$ cat src/rtl/gates_mon_pkg.sv
// Shared types and constants for gates_edge_monitor.
// GATES_MON_FALL_EN widens the overflow vector to make room for the falling-edge channels.
package gates_mon_pkg;

    typedef enum logic {
        IDLE,
        HOLD
    } state_t;

    localparam int DEF_CNT_W = 8;

`ifdef GATES_MON_FALL_EN
    localparam int OVF_W = 4;
`else
    localparam int OVF_W = 2;
`endif

    function automatic int unsigned sat_val(input int unsigned w);
        return (w >= 32) ? 32'hFFFF_FFFF : ((32'd1 << w) - 32'd1);
    endfunction

endpackage

$ cat src/rtl/gates_edge_ctr.sv
// One channel: saturating edge counter with a sticky overflow flag.
// clear_i starts a new window, and an edge in that same cycle already counts as 1.
module gates_edge_ctr
    import gates_mon_pkg::*;
#(
    parameter int CNT_W = DEF_CNT_W
) (
    input  logic             clk,
    input  logic             rst,
    input  logic             edge_i,
    input  logic             clear_i,
    output logic [CNT_W-1:0] cnt_o,
    output logic             ovf_o
);

    localparam logic [CNT_W-1:0] SAT = CNT_W'(sat_val(CNT_W));

    logic [CNT_W-1:0] cnt_q, cnt_d;
    logic             ovf_q, ovf_d;

    always_comb begin
        cnt_d = cnt_q;
        ovf_d = ovf_q;
        if (clear_i) begin
            cnt_d = edge_i ? CNT_W'(1) : '0;
            ovf_d = 1'b0;
        end else if (edge_i) begin
            // A full counter holds its value, and the flag records the lost edge.
            if (cnt_q == SAT) begin
                ovf_d = 1'b1;
            end else begin
                cnt_d = cnt_q + CNT_W'(1);
            end
        end
    end

    always_ff @(posedge clk) begin
        if (rst) begin
            cnt_q <= '0;
            ovf_q <= 1'b0;
        end else begin
            cnt_q <= cnt_d;
            ovf_q <= ovf_d;
        end
    end

    assign cnt_o = cnt_q;
    assign ovf_o = ovf_q;

endmodule

$ cat src/rtl/gates_edge_monitor.sv
// Counts rising edges on the two gates outputs and hands out windowed snapshots over valid/ready.
// Defining GATES_MON_FALL_EN adds falling-edge counters and the snap_fall_1/snap_fall_2 ports.
module gates_edge_monitor
    import gates_mon_pkg::*;
#(
    parameter int CNT_W = DEF_CNT_W
) (
    input  logic             clk,
    input  logic             rst,
    input  logic             in_1,
    input  logic             in_2,
    input  logic             snap_req,
    input  logic             snap_ready,
    output logic             snap_valid,
    output logic [CNT_W-1:0] snap_cnt_1,
    output logic [CNT_W-1:0] snap_cnt_2,
`ifdef GATES_MON_FALL_EN
    output logic [CNT_W-1:0] snap_fall_1,
    output logic [CNT_W-1:0] snap_fall_2,
`endif
    output logic [OVF_W-1:0] snap_ovf,
    output logic [1:0]       level
);

    logic [1:0]       in_r_q;
    logic             armed_q;
    state_t           state_q;
    logic             snap_valid_q;
    logic [CNT_W-1:0] snap_cnt_1_q, snap_cnt_2_q;
    logic [OVF_W-1:0] snap_ovf_q;
    logic [1:0]       rise;
    logic             capture;
    logic [CNT_W-1:0] live_rise_1, live_rise_2;
    logic             ovf_rise_1, ovf_rise_2;

    // armed_q masks the first cycle after reset, so an input that is already high does not count.
    always_ff @(posedge clk) begin
        if (rst) begin
            in_r_q  <= '0;
            armed_q <= 1'b0;
        end else begin
            in_r_q  <= {in_2, in_1};
            armed_q <= 1'b1;
        end
    end

    assign rise    = {in_2, in_1} & ~in_r_q & {2{armed_q}};
    assign capture = (state_q == IDLE) && snap_req;

    gates_edge_ctr #(.CNT_W(CNT_W)) u_rise_1 (
        .clk(clk), .rst(rst), .edge_i(rise[0]), .clear_i(capture),
        .cnt_o(live_rise_1), .ovf_o(ovf_rise_1)
    );

    gates_edge_ctr #(.CNT_W(CNT_W)) u_rise_2 (
        .clk(clk), .rst(rst), .edge_i(rise[1]), .clear_i(capture),
        .cnt_o(live_rise_2), .ovf_o(ovf_rise_2)
    );

`ifdef GATES_MON_FALL_EN
    logic [1:0]       fall;
    logic [CNT_W-1:0] live_fall_1, live_fall_2;
    logic             ovf_fall_1, ovf_fall_2;
    logic [CNT_W-1:0] snap_fall_1_q, snap_fall_2_q;

    assign fall = ~{in_2, in_1} & in_r_q & {2{armed_q}};

    gates_edge_ctr #(.CNT_W(CNT_W)) u_fall_1 (
        .clk(clk), .rst(rst), .edge_i(fall[0]), .clear_i(capture),
        .cnt_o(live_fall_1), .ovf_o(ovf_fall_1)
    );

    gates_edge_ctr #(.CNT_W(CNT_W)) u_fall_2 (
        .clk(clk), .rst(rst), .edge_i(fall[1]), .clear_i(capture),
        .cnt_o(live_fall_2), .ovf_o(ovf_fall_2)
    );

    always_ff @(posedge clk) begin
        if (rst) begin
            snap_fall_1_q <= '0;
            snap_fall_2_q <= '0;
        end else if (capture) begin
            snap_fall_1_q <= live_fall_1;
            snap_fall_2_q <= live_fall_2;
        end
    end

    assign snap_fall_1 = snap_fall_1_q;
    assign snap_fall_2 = snap_fall_2_q;
`endif

    // Capture takes the live counts from before this edge; the counters clear on the same edge.
    always_ff @(posedge clk) begin
        if (rst) begin
            state_q      <= IDLE;
            snap_valid_q <= 1'b0;
            snap_cnt_1_q <= '0;
            snap_cnt_2_q <= '0;
            snap_ovf_q   <= '0;
        end else begin
            case (state_q)
                IDLE: begin
                    if (snap_req) begin
                        state_q      <= HOLD;
                        snap_valid_q <= 1'b1;
                        snap_cnt_1_q <= live_rise_1;
                        snap_cnt_2_q <= live_rise_2;
`ifdef GATES_MON_FALL_EN
                        snap_ovf_q   <= {ovf_fall_2, ovf_fall_1, ovf_rise_2, ovf_rise_1};
`else
                        snap_ovf_q   <= {ovf_rise_2, ovf_rise_1};
`endif
                    end
                end
                HOLD: begin
                    if (snap_ready) begin
                        state_q      <= IDLE;
                        snap_valid_q <= 1'b0;
                    end
                end
            endcase
        end
    end

    assign snap_valid = snap_valid_q;
    assign snap_cnt_1 = snap_cnt_1_q;
    assign snap_cnt_2 = snap_cnt_2_q;
    assign snap_ovf   = snap_ovf_q;
    assign level      = in_r_q;

endmodule
$ cat config.mk
export PLATFORM = sky130hd
export DESIGN_NAME = gates_edge_monitor
export DESIGN_NICKNAME = d
export VERILOG_FILES = /design/src/rtl/gates_mon_pkg.sv /design/src/rtl/gates_edge_ctr.sv /design/src/rtl/gates_edge_monitor.sv
export SDC_FILE = /design/constraint.sdc
export NUM_CORES = 1
export LEC_CHECK = 0
export CAP_MARGIN = 25
export CORE_MARGIN = 3
export CORE_UTILIZATION = 40
export DETAILED_ROUTE_END_ITERATION = 8
export GPL_TIMING_DRIVEN = 0
export PLACE_DENSITY_LB_ADDON = 0.2
export RECOVER_POWER = 25
export SYNTH_ARGS = -nofsm -noshare
export SYNTH_HDL_FRONTEND = slang
export SYNTH_HIERARCHICAL = 1
export SYNTH_SLANG_ARGS = --single-unit
$ cat constraint.sdc
create_clock -name clk -period 2.8 [get_ports clk]
set_input_delay 0.56 -clock clk [delete_from_list [all_inputs] [get_ports clk]]
set_output_delay 0.56 -clock clk [all_outputs]
set_load 0.02 [all_outputs]
# Word level (Yosys, flattened, before mapping)
# Index checks and enable logic that the tools add are counted.
[classes]
add_sub_neg = 2
eq_ne = 6
mux = 15
bitwise_logic = 4
reduce_logical = 10
[ops]
columns = ["cell", "n"]
rows = [
  ["$mux 8", 6],
  ["$add 8x1->8 const B", 2],
  ["$eq 8x8->1 const B", 2],
  ["$reduce_and 2->1", 6],
  ["$ne 2x2->1 const B", 4],
  ["$mux 1", 7],
  ["$and 2x2->2", 2],
  ["$pmux 1 s2", 2],
  ["$reduce_bool 2->1", 2],
  ["$not 2->2", 1],
  ["$reduce_or 2->1", 1],
  ["$logic_and 1x1->1", 1],
  ["$not 1->1", 1],
]
[totals]
reg_bits = 41
input_bits = 6
out_inout_bits = 21
elab_cells = 48

# Depth between registers and ports, before layout
[logic_depth]
depth_word = 5
mapped_depth = 6
depth_no_buf = 6

# Hierarchy
# The synthesis kept the hierarchy.
[by_module_without_submodules]
columns = ["mod", "n_inst", "cells_per_inst", "area_per_inst_um2", "seq_area_each_um2"]
rows = [
  ["gates_edge_monitor", 1, 80, 972.2, 460.4],
  ["gates_edge_ctr", 2, 53, 436.7, 180.2],
]

# Worst setup path after synthesis
# Ideal clock, no wire load.
[synth_timing]
path_type = "input-to-reg"
startpoint = "input port in_1"
endpoint = "register u_rise_1.cnt_q[5] (netlist: u_rise_1/cnt_o[5])"
setup_ns = 0.070
arrival_ns = 1.516
required_ns = 2.730
path_slack_ns = 1.214
stages = 5
path_buffers = 0
cell_sequence = "nand2_1 nor2_1 nand4_1 or4_1 a21oi_1"
[synth_between]
elab_chain_len = 4
[synth_lines]
columns = ["item", "line", "rtl"]
rows = [
  ["start, declared", "gates_edge_monitor.sv:10", "input logic in_1,"],
  ["$and 2x2->2 (2 in series)", "gates_edge_monitor.sv:47", "assign rise = {in_2, in_1} & ~in_r_q & {2{armed_q}};"],
  ["via rise[0]", "gates_edge_monitor.sv:31", "logic [1:0] rise;"],
  ["$reduce_bool 2->1 (no source line)", "-", ""],
  ["$reduce_and 2->1 (no source line)", "-", ""],
  ["end signal, assigned", "gates_edge_ctr.sv:42", "cnt_q <= cnt_d;"],
  ["end, declared", "gates_edge_ctr.sv:18", "logic [CNT_W-1:0] cnt_q, cnt_d;"],
]
# The timed path passes the listed nets, and every way through them passes these cells.
# A chain may end at the register's enable or synchronous reset.

# Worst setup path in the final report
[layout_timing]
startpoint = "input port snap_req"
endpoint = "register u_rise_1.cnt_q[6] (netlist: u_rise_1/cnt_o[6])"
[layout_between]
elab_chain_len = 3
elab_cells_between_ends = 5
classes_between = "eq/ne (1); mux (1); reduce/logical (3)"
[layout_lines]
columns = ["item", "line", "rtl"]
rows = [
  ["start, declared", "gates_edge_monitor.sv:12", "input logic snap_req,"],
  ["$logic_and 1x1->1 (*)", "gates_edge_monitor.sv:48", "assign capture = (state_q == IDLE) && snap_req;"],
  ["via capture", "gates_edge_monitor.sv:32", "logic capture;"],
  ["$ne 2x2->1 (no source line) / $reduce_bool 2->1 (equally long branches)", "-", ""],
  ["$reduce_and 2->1 (no source line)", "-", ""],
]
# The timed path passes the listed nets; every way through them passes the cells marked *.

==> impl_metrics.ini <==
[synth]
async_reset_ff_share_pct = 0
ys_seq_area_share_pct = 44.5
ys.flop_type = dfxtp_1
synth.distinct_cells = 35
avgSynthCellArea_sq_um = 9.92
syn_area_sq_um = 1850
synth_fp_nets = 194
syn_inst = 186
synth_seq_cells = 41
synth-edff-count = 0
yosys_warnings = 6

[sta]
hold_viol_final = 0
fin_crit_sh_pct = 74.9
fmax_mhz = 477
fin_setup_tns_ns = 0
tightestPinTransition_ns = 0.495
rsz0062_at_grt = no
final-setup-viol-count = 0
relSlewSlack_pct = 67.0
hold_ws_ns = 0.471
slew_violations = 0
fin_crit_ns = 2.10
finalClockSkew_ns = 0.00757

[detailed_routing]
ant_nets = 0
dr.pass1.iters = 4
wl_microns = 4040
vias = 1532
wire_per_inst_microns = 14.9
drt-initial-drc-count = 85
via_per_inst = 5.63
drc = 0

[layout]
nFillCells = 445
stdcell_count = 272
drive_gt1_share_pct = 10.9
num_antenna_cells = 0
nets = 227
final_cell_area_sq_um = 2270
area_growth_pct = 22.9

[pwr]
leakage_nw = 0.831
vdd_drop_max_mv = 0.268
p_per_area_nw_per_um2 = 509

[die]
die_h_microns = 73.9
die-area_sq_um = 5460
core_sq_um = 4410
rows = 24
dieWidth_microns = 73.9
initial_utilization_pct = 41.8
ios = 27

[global_routing]
grt_remaining_overflow = 0
grt_pass1_vias = 1415
grtUsageTotal_pct = 16.5
grt_pass1_wl_microns = 6960
grt_start_max_net_pins = 15
antenna_found_initial = 0

[clock_tree]
htreeDepth = 2
numCtsBuffers = 5
tritoncts = yes
postCtsSetupBuffers = 0
cts_resized = 0
cts.reportedPaths.clkPinSlew_ns = 0.08
clkLatencyLatePin_ns = 0.29
postCtsHoldBufs = 0
cts_sinks = 41
clock-root-buffer = clkbuf_8
cts_buffer_depth = 2

[run_status]
status = completed

[critical_path]
worstSetupPathType = input pin to register
cp_data_arrival_time_ns = 2.31
cp-start-kind = input pin
end_kind = register
required_ns = 3.01
worstPathMaxFanout = 10

[place]
post_dp_cell_area_sq_um = 2170
port_buffers = 26
dp_hpwl_microns = 2830
dp.cells = 264
gp_congestion = 0.873

[flow_run]
maxCapViolations = 0

[worst_hold_path]
worstHoldPathType = register to register
## cells by family (layout without fill, tap and decap cells)
logic type,Yosys count,after routing,share of synthesized area (%)
AOI/OAI and AO/OA,51,51,19.8
DFF,41,41,44.5
adders and majority gates,2,2,1.36
and+or+nand+nor,77,77,30.0
buffers and inverters,15,49,4.34
## sequential cells by signal (all words and copies together) (netlist names)
name / count
u_rise_2/ovf_o: 1
snap_cnt_1: 8
u_rise_1/ovf_o: 1
snap_valid: 1
snap_ovf: 2
state_q: 1
u_rise_1/cnt_o: 8
snap_cnt_2: 8
level: 2
u_rise_2/cnt_o: 8
armed_q: 1
## cell usage after synthesis (4+ instances only)
cell type,number,area (sq um)
nand2_1,11,41.3
dfxtp_1,41,821
buf_2,5,25.0
and4bb_1,16,200
nor2_1,16,60.1
a211oi_1,5,37.5
a21oi_1,7,35.0
a31oi_1,6,37.5
a31o_1,17,149
nor3_1,4,20.0
nand3_1,4,20.0
o31ai_1,4,30.0
inv_1,5,18.8
o21ai_0,8,40.0
## final timing paths
kind | start | endpoint | slack, ns | depth (start not counted)
max | snap_req | u_rise_1/cnt_o[6] | 0.70 | 6
min | snap_cnt_1[2] | snap_cnt_1[2] | 0.47 | 1
max reg2reg | state_q | u_rise_1/cnt_o[6] | 1.01 | 5
min reg2reg | snap_cnt_1[2] | snap_cnt_1[2] | 0.47 | 1
## cells in the final DEF (no fill, tap or decap), drive strengths merged
master,count
nand3,6
nand3b,2
clkinv,1
clkbuf,11
a31o,18
and3b,1
or2,2
a31oi,6
nor4bb,3
nand2b,1
dlygate4sd3,2
and2b,2
or4,2
o31ai,4
nand2,13
nor2b,2
a21oi,7
nor2,16
o31a,2
and4,2
clkinvlp,1
dfxtp,41
ha,2
a21bo,1
o21ai,8
clkdlybuf4s50,24
inv,6
nor3,6
bufinv,1
a211oi,5
and4bb,17
buf,3
nand4,2
## where the power goes
group          switching (W)  internal [W]
logic              0.0000490     0.0000359
clock network       0.000208      0.000267
registers         0.00000598      0.000590
total               0.000263      0.000893
## per-stage QoR
| stage | power (W) | utilization [%] | worst slack, ns |
|---|---|---|---|
| finish | 0.00116 | 51.4 | 0.702 |
| global route | 0.00121 | 51.4 | 0.450 |
| CTS | 0.00118 | 51.8 | 0.838 |
| detailed placement | 0.000698 | 49.2 | 0.536 |
| global placement | 0.000699 | 49.2 | 0.522 |
| floorplan | 0.000664 | - | 1.21 |
## metal layers
metal  GRT usage (%)  vias up  share of wire, %
met3            3.69        4               3.2
met5               0        -                 0
met1            23.6      726                53
met2            24.1       26                43
met4            6.04        0               1.2
li1                -      776                 -
## cell type report
class,count,area (sq um),area share (%)
multi-input combinational,130,945,41.6
buffer,9,40.0,1.77
tap,52,65.1,2.87
sequential,41,821,36.2
clock buffer,5,68.8,3.03
clock inverter,3,46.3,2.04
timing repair buffer,26,260,11.5
inverter,6,22.5,0.993
## critical path, cell delays in order
cell             delay (ns)
clkdlybuf4s50_1        0.44
nand2b_1               0.11
clkbuf_1               0.41
inv_1                  0.23
or2_1                  0.35
nor3_1                 0.20
Note: power is estimated with default switching activity, not from simulation.
